**src/rtl/hazard_ctrl.sv**
```systemverilog
// Pipeline hazard controller: stall/flush of FD/DE/EM/MW, PC hold, load-use bubbles and halt drain.
// Define HAZARD_PERF_EN to build the saturating performance counters; otherwise the counter ports read 0.
module hazard_ctrl #(
    parameter int REG_AW       = 5,
    parameter int LOAD_BUBBLES = 1,
    parameter int HALT_DRAIN   = 2,
    parameter int CNT_W        = 32
) (
    input  logic              CLK,
    input  logic              RST,
    input  logic              ihit,
    input  logic              dhit,
    input  logic [REG_AW-1:0] fd_rs,
    input  logic [REG_AW-1:0] fd_rt,
    input  logic              fd_use_rs,
    input  logic              fd_use_rt,
    input  logic [REG_AW-1:0] de_rd,
    input  logic              de_memread,
    input  logic              de_redirect,
    input  logic              de_halt,
    input  logic              em_dren,
    input  logic              em_dwen,
    output logic [3:0]        stall,
    output logic [3:0]        flush,
    output logic              pc_hold,
    output logic              halt,
    output logic [CNT_W-1:0]  cnt_lduse,
    output logic [CNT_W-1:0]  cnt_redirect,
    output logic [CNT_W-1:0]  cnt_memwait
);

    typedef enum logic [1:0] {RUN, LDUSE, DRAIN, HALTED} stateT;

    stateT      state, stateNext;
    logic [1:0] bcnt, bcntNext;
    logic [2:0] dcnt, dcntNext;
    logic       memBusy;
    logic       ldHaz;

    assign memBusy = (em_dren | em_dwen) & ~dhit;
    assign ldHaz   = de_memread && (de_rd != '0) &&
                     ((fd_use_rs && (fd_rs == de_rd)) || (fd_use_rt && (fd_rt == de_rd)));

    always_ff @(posedge CLK or posedge RST) begin
        if (RST) begin
            state <= RUN;
            bcnt  <= '0;
            dcnt  <= '0;
        end else begin
            state <= stateNext;
            bcnt  <= bcntNext;
            dcnt  <= dcntNext;
        end
    end

    // Prioritised decision: earlier branches fully override later ones.
    always_comb begin
        stateNext = state;
        bcntNext  = bcnt;
        dcntNext  = dcnt;
        stall     = 4'b0000;
        flush     = 4'b0000;
        pc_hold   = 1'b0;
        halt      = 1'b0;
        if (state == HALTED) begin
            stall   = 4'b1111;
            pc_hold = 1'b1;
            halt    = 1'b1;
        end else if (memBusy) begin
            stall   = 4'b0111;
            flush   = 4'b1000;
            pc_hold = 1'b1;
        end else if (state == DRAIN) begin
            flush   = 4'b0011;
            pc_hold = 1'b1;
            if (dcnt == 3'd0) begin
                stateNext = HALTED;
            end else begin
                dcntNext = dcnt - 3'd1;
            end
        end else if (de_halt) begin
            flush     = 4'b0011;
            pc_hold   = 1'b1;
            dcntNext  = 3'(HALT_DRAIN - 1);
            stateNext = DRAIN;
        end else if (de_redirect) begin
            flush     = 4'b0011;
            stateNext = RUN;
        end else if (state == LDUSE) begin
            stall   = 4'b0001;
            flush   = 4'b0010;
            pc_hold = 1'b1;
            if (bcnt == 2'd0) begin
                stateNext = RUN;
            end else begin
                bcntNext = bcnt - 2'd1;
            end
        end else if (ldHaz) begin
            stall   = 4'b0001;
            flush   = 4'b0010;
            pc_hold = 1'b1;
            if (LOAD_BUBBLES > 1) begin
                bcntNext  = 2'(LOAD_BUBBLES - 2);
                stateNext = LDUSE;
            end
        end else if (!ihit) begin
            flush   = 4'b0001;
            pc_hold = 1'b1;
        end
    end

`ifdef HAZARD_PERF_EN
    logic lduseAct, redirectAct, memwaitAct;

    // Each event has a unique output signature, so the counters decode the chosen branch from it.
    assign lduseAct    = (stall == 4'b0001);
    assign memwaitAct  = (stall == 4'b0111);
    assign redirectAct = (flush == 4'b0011) && !pc_hold;

    always_ff @(posedge CLK or posedge RST) begin
        if (RST) begin
            cnt_lduse    <= '0;
            cnt_redirect <= '0;
            cnt_memwait  <= '0;
        end else begin
            if (lduseAct && (cnt_lduse != '1)) cnt_lduse <= cnt_lduse + 1'b1;
            if (redirectAct && (cnt_redirect != '1)) cnt_redirect <= cnt_redirect + 1'b1;
            if (memwaitAct && (cnt_memwait != '1)) cnt_memwait <= cnt_memwait + 1'b1;
        end
    end
`else
    assign cnt_lduse    = '0;
    assign cnt_redirect = '0;
    assign cnt_memwait  = '0;
`endif

endmodule

```
**config.mk**
```make
export PLATFORM = sky130hd
export DESIGN_NAME = hazard_ctrl
export DESIGN_NICKNAME = d
export VERILOG_FILES = /design/src/rtl/hazard_ctrl.sv
export SDC_FILE = /design/constraint.sdc
export NUM_CORES = 1
export LEC_CHECK = 0
export ABC_CLOCK_PERIOD_IN_PS = 2100
export CELL_PAD_IN_SITES_DETAIL_PLACEMENT = 1
export CELL_PAD_IN_SITES_GLOBAL_PLACEMENT = 1
export CORE_MARGIN = 5
export CORE_UTILIZATION = 20
export CTS_CLUSTER_DIAMETER = 50
export CTS_CLUSTER_SIZE = 40
export DETAILED_ROUTE_END_ITERATION = 10
export HOLD_SLACK_MARGIN = 0.08
export PLACE_DENSITY_LB_ADDON = 0.1
export SLEW_MARGIN = 15
export SYNTH_ARGS = -nofsm -noshare
export SYNTH_HDL_FRONTEND = slang
export SYNTH_SLANG_ARGS = --single-unit
```
**constraint.sdc**
```tcl
create_clock -name CLK -period 2.1 [get_ports CLK]
set_input_delay 0.42 -clock CLK [delete_from_list [all_inputs] [get_ports CLK]]
set_output_delay 0.42 -clock CLK [all_outputs]
set_load 0.005 [all_outputs]
```
==> results of run 1 <==
[power breakdown]
part	internal [W]	switching [W]	leakage (nW)
logic	0.000385	0.000363	0.773
clock network	0.000131	0.0000507	0.0228
registers	0.000178	0.0000269	0.0873
[routing by layer]
layer / up-vias / share of wire (%)
li1: 473 / -
met2: 79 / 45
met1: 425 / 40
met4: 0 / 0.28
met3: 2 / 15
met5: - / 0
[worst paths after layout]
check                         start  endpoint
max                        de_rd[2]  flush[0]
min                             RST   dcnt[0]
max reg2reg                state[0]  state[0]
min reg2reg                 bcnt[0]   bcnt[0]
max in group asynchronous       RST   bcnt[0]
min in group CLK            bcnt[0]   bcnt[0]
[per-stage QoR]
stage,setup slack (ns),total power (W),cells
3_5_place_dp,-0.7874,0.0009555,316
4_1_cts,-0.1463,0.001139,326
5_1_grt,-0.1223,0.001265,326
2_1_floorplan,0.2125,0.0007449,273
3_3_place_gp,-0.7897,0.0009627,316
6_report,-0.08038,0.001135,326
[cell families after synthesis]
logic type	share of synthesized area, %
compound gates	8.645
mux	1.604
fa+ha+maj	5.347
xor+xnor	6.863
simple gates	8.646
other cells	0.2671
flops	12.48
buf+inv	56.15
[worst max-delay path, cell delays in order]
cell and delay (ns):
buf_6 0.09, or4_4 0.52, o21a_4 0.22, buf_6 0.11, a211oi_2 0.16, o21a_1 0.12
buf_2 0.11
[sequential cells by signal (all words and copies together) (netlist names)]
name / count
dcnt: 3
state: 2
bcnt: 2
[synthesized netlist by cell type]
library cell | number | area share (%)
a211oi_2 | 1 | 0.89
a21oi_1 | 3 | 1.1
a221oi_1 | 1 | 0.62
a22o_1 | 2 | 1.2
a22oi_1 | 1 | 0.53
buf_4 | 99 | 53
buf_6 | 1 | 0.80
conb_1 | 1 | 0.27
dfrtp_1 | 7 | 12
ha_1 | 6 | 5.3
inv_1 | 8 | 2.1
inv_2 | 1 | 0.27
mux2_1 | 2 | 1.6
nand2_1 | 7 | 1.9
nand2b_1 | 1 | 0.45
nand3_1 | 3 | 1.1
nand4_1 | 2 | 0.89
nor2_1 | 6 | 1.6
nor2b_4 | 1 | 0.98
o21a_1 | 2 | 1.1
o21ai_1 | 5 | 1.8
o21bai_1 | 1 | 0.53
o22ai_1 | 2 | 0.89
or2_2 | 1 | 0.45
or3_4 | 1 | 0.80
or4_1 | 1 | 0.53
xnor2_1 | 11 | 6.9
[final cells by class]
| type | count | area [sq um] |
|---|---|---|
| clock buffers | 4 | 45.04 |
| fillers | 866 | 5132 |
| inverters | 9 | 33.78 |
| multi-input cells | 157 | 868.3 |
| flip-flops and latches | 7 | 175.2 |
| well taps | 96 | 120.1 |
| repair buffers | 53 | 456.7 |
[what timing repair did]
action / CTS / global route
buffers inserted: 7 / 0
endpoints found under the hold margin: 0 / 0
gates resized for setup: 59 / 12
pin swaps: 22 / 11
setup endpoints to repair: 7 / 8
==> summary.md, run 1 <==
| Metric | Value |
|---|---|
| DRT iter0 DRCs | `7` |
| M1 GR Usage | `7.825%` |
| Number of global-route vias before repair | `927` |
| R2R Setup Slk | `0.19 ns` |
| F_max | `458.6 MHz` |
| Unique masters post-synth | `27` |
| CTS tree | `yes` |
| P_leak | `0.8829 nW` |
| Total CTS buffers | `3` |
| Setup TNS | `-0.1945 ns` |
| Syn Area/Cell | `7.931 sq um` |
| Dpl hpwl | `2.886 mm` |
| Maximum buffer depth of the clock tree | `2` |
| Root Driver | `clkbuf_8` |
| Largest net degree at the start of global routing | `8` |
| YS warnings | `0` |
| Gr busiest metal | `met2` |
| Die height | `93.78 um` |
| Row count | `30` |
| Final WS setup | `-0.08038 ns` |
| Outcome | `finished, violations left` |
| Clock Pin Slew Worst Setup and Hold Paths | `0.04 ns` |
| Worst path arrival time | `1.76 ns` |
| GRT met3 Usage | `1.843%` |
| Seq/Total Area, Yosys | `12.48%` |
| Setup crit end kind | `output port` |
| Mapped Cells | `177` |
| Final net count | `263` |
| DP Area | `1568 sq um` |
| Commonest non-fill, non-tap cells in the layout | `conb_1, buf_4, clkdlybuf4s50_1` |
| RSZ-0062 raised after global routing | `true` |
| Power Density | `667.9 nW/um^2` |
| Final setup vio count | `4` |
| Fin. max-slew vios | `0` |
| First-pass GRT wire length | `4.416 mm` |
| Drt wl/cell | `9.914 um` |
| Cell area after synthesis | `1404 sq um` |
| Final wirelength | `3.232 mm` |
| Worst-Skew Late Latency | `0.22 ns` |
| DR vias | `979` |
| Core Footprint | `6832 sq um` |
| Post-CTS Hold Buffers | `0` |
| GP Congestion | `0.6574` |
| Gr ovfl total | `0` |
| Peak supply drop | `0.2436 mV` |
| Die width | `93.78 um` |
| Max-Cap Viols | `0` |
| Die area | `8795 sq um` |
| Number of iterations in the first detailed-routing pass | `3` |
| DRC viols | `0` |
| Fraction of layout cells with a size suffix above 1 | `20.43%` |
| Max FO, Critical Path | `3` |
| Crit share post-route | `103.8%` |
| CTS H-tree lvls | `1` |
| Fin. Hold Viols | `0` |
| Starting Density | `20.55%` |
| Port Buffer Count | `34` |
| P&R area growth vs syn | `21.03%` |
| WP data required | `1.68 ns` |
| Worst reg2reg path depth | `8` |
| ANT nets after route | `0` |
| Critical path class | `in -> out` |
| Final Cell Area | `1699 sq um` |
| Total track usage | `6.174%` |
| Met2 global-route usage | `10.05%` |
| N_diodes | `0` |
| Final Util | `24.87%` |
| Clk_skew | `0.0006886 ns` |
| Clk sinks | `7` |
| Synthesis-stage register bit count | `7` |
| Commonest non-fill, non-tap cell in the layout | `conb_1` |
| Crit start category | `input pin` |
| Failing checks | `setup timing` |
| Ports | `132` |
| Hold Path Class | `in -> async` |
| Final worst path period need | `2.180 ns` |
| Vias per cell | `3.003` |
| Fin Hold WS | `0.4274 ns` |
| Initial antenna violation count | `0` |
(Power assumes the default switching activity.)
==> inputs of run 2 (changes only) <==
- PLACE_DENSITY_LB_ADDON: 0.1 -> 0.25
==> run 2 against run 1 <==
Compared with the run above: the flow still finishes with violations (setup timing); clock power up 4%; sequential power about the same; sequential share of layout area up 0.084 points; first-iteration DRC count up 100%; cell count down 0.31%; utilization down 0.20 points; power down 0.69%; global-route usage up 0.15 points; critical path depth unchanged; hold slack better by 0.0089 ns; largest power group unchanged.
==> summary.md, run 2 (synthesis results as in run 1) <==
| Metric | Value |
|---|---|
| Worst path arrival time | `1.76 ns (about the same)` |
| Number of iterations in the first detailed-routing pass | `4 (was 3)` |
| RSZ-0062 raised after global routing | `true (unchanged)` |
| Peak supply drop | `0.3415 mV (was 0.2436 mV)` |
| F_max | `458.2 MHz (was 458.6 MHz)` |
| Post-CTS Hold Buffers | `0 (unchanged)` |
| Hold Path Class | `in -> async (unchanged)` |
| Largest net degree at the start of global routing | `8 (unchanged)` |
| CP max-delay cell | `or4_4 (unchanged)` |
| Number of global-route vias before repair | `943 (was 927)` |
| Largest register by flop count | `dcnt (unchanged)` |
| DP Area | `1553 sq um (was 1568 sq um)` |
| Register Area | `175.2 sq um (unchanged)` |
| Clock Pin Slew Worst Setup and Hold Paths | `0.04 ns (about the same)` |
| CTS tree | `yes (unchanged)` |
| Fin Hold WS | `0.4362 ns (was 0.4274 ns)` |
| CTS H-tree lvls | `1 (unchanged)` |
| Final Util | `24.67% (was 24.87%)` |
| Clk_skew | `0.002333 ns (was 0.0006886 ns)` |
| Critical path buffers and inverters | `3 (unchanged)` |
| Final worst path period need | `2.182 ns (was 2.180 ns)` |
| Die width | `93.78 um (unchanged)` |
| CP delay by family, top | `simple AND/OR/NAND/NOR gates (unchanged)` |
| First-pass GRT wire length | `4.498 mm (was 4.416 mm)` |
| Fin. Hold Viols | `0 (unchanged)` |
| Critical Path, Cell by Cell | `buf_8 -> or4_4 -> o21a_4 -> buf_6 -> a211oi_2 -> o21a_1 -> buf_2 (was buf_6 -> or4_4 -> o21a_4 -> buf_6 -> a211oi_2 -> o21a_1 -> buf_2)` |
| Failing checks | `setup timing (unchanged)` |
| Die height | `93.78 um (unchanged)` |
| DR vias | `986 (was 979)` |
| Gr ovfl total | `0 (unchanged)` |
| WP data required | `1.68 ns (about the same)` |
| Area occupied by multi-input gates | `855.8 sq um (was 868.3 sq um)` |
| Commonest non-fill, non-tap cell in the layout | `conb_1 (unchanged)` |
| Row count | `30 (unchanged)` |
| P&R area growth vs syn | `20.05% (was 21.03%)` |
| Ports | `132 (unchanged)` |
| Final Cell Area | `1685 sq um (was 1699 sq um)` |
| Crit-path max cell delay | `0.53 ns (was 0.52 ns)` |
| Max-Cap Viols | `0 (unchanged)` |
| Vias per cell | `3.034 (was 3.003)` |
| Commonest non-fill, non-tap cells in the layout | `conb_1, buf_4, clkdlybuf4s50_1 (unchanged)` |
| Crit start category | `input pin (unchanged)` |
| Initial antenna violation count | `0 (unchanged)` |
| DRC viols | `0 (unchanged)` |
| Critical path class | `in -> out (unchanged)` |
| Power Density | `668.7 nW/um^2 (was 667.9 nW/um^2)` |
| DRT iter0 DRCs | `14 (was 7)` |
| Maximum buffer depth of the clock tree | `2 (unchanged)` |
| Worst-Skew Late Latency | `0.23 ns (was 0.22 ns)` |
| Max FO, Critical Path | `3 (unchanged)` |
| ANT nets after route | `0 (unchanged)` |
| GP Congestion | `0.6524 (was 0.6574)` |
| Final WS setup | `-0.08240 ns (was -0.08038 ns)` |
| Final net count | `262 (was 263)` |
| Root Driver | `clkbuf_8 (unchanged)` |
| Fin. max-slew vios | `0 (unchanged)` |
| Dpl hpwl | `2.802 mm (was 2.886 mm)` |
| Starting Density | `20.55% (unchanged)` |
| Drt wl/cell | `9.929 um (was 9.914 um)` |
| Fill cell count | `876 (was 866)` |
| Port Buffer Count | `34 (unchanged)` |
| P_leak | `0.8959 nW (was 0.8829 nW)` |
| N_diodes | `0 (unchanged)` |
| Clk sinks | `7 (unchanged)` |
| Design Power | `0.001127 W (was 0.001135 W)` |
| Biggest regs | `dcnt x3, bcnt x2, state x2 (unchanged)` |
| Crit share post-route | `103.9% (was 103.8%)` |
| Fraction of layout cells with a size suffix above 1 | `20.09% (was 20.43%)` |
| Max reg flops | `3 (unchanged)` |
| Core Footprint | `6832 sq um (unchanged)` |
| Total track usage | `6.324% (was 6.174%)` |
| Setup crit end kind | `output port (unchanged)` |
| Outcome | `finished, violations left (unchanged)` |
| R2R Setup Slk | `0.29 ns (was 0.19 ns)` |
| Final wirelength | `3.227 mm (was 3.232 mm)` |
| Final setup vio count | `2 (was 4)` |
| Total CTS buffers | `3 (unchanged)` |
| Die area | `8795 sq um (unchanged)` |
## run 2: power breakdown
| group | switching, W | internal, W |
|---|---|---|
| Clock | 0.0000566 | 0.000131 |
| Sequential | 0.0000282 | 0.000178 |
| Combinational | 0.000355 | 0.000378 |
| Total | 0.000440 | 0.000687 |
## run 2: final timing paths
| kind | from | endpoint | depth (start not counted) |
|---|---|---|---|
| max | de_rd[3] | flush[0] | 7 |
| min | RST | dcnt[1] | 2 |
| max reg2reg | state[1] | state[0] | 6 |
| min reg2reg | bcnt[0] | bcnt[0] | 1 |
| max in group asynchronous | RST | state[1] | 2 |
| min in group CLK | bcnt[0] | bcnt[0] | 1 |
## run 2: cell type report
| type | instances | share of cell area (%) |
|---|---|---|
| clock buffer | 4 | 2.673 |
| inverter | 9 | 2.004 |
| multi-input combinational | 157 | 50.78 |
| sequential | 7 | 10.39 |
| tap | 96 | 7.127 |
| timing repair buffer | 52 | 27.02 |
## run 2: layer usage
metal / up-vias / wire length [um] / global-route usage (%)
met5: - / 0 / 0
met4: 0 / 11 / 1.083
met3: 3 / 473 / 2.644
met2: 82 / 1375 / 10.23
met1: 433 / 1366 / 7.921
li1: 468 / - / -
## run 2: timing repair
item,in CTS,in global routing
gates resized for setup,57,18
pin swaps,22,9
buffers inserted,6,1
endpoints found under the setup margin,7,6
## run 2: through the flow
step	instances	TNS, ns	setup slack [ns]
6_report	325	-0.1348	-0.08240
2_1_floorplan	273	0	0.2125
4_1_cts	324	-0.2377	-0.1548
3_3_place_gp	314	-3.494	-0.8217
5_1_grt	325	-0.3018	-0.1324
3_5_place_dp	314	-3.540	-0.8197
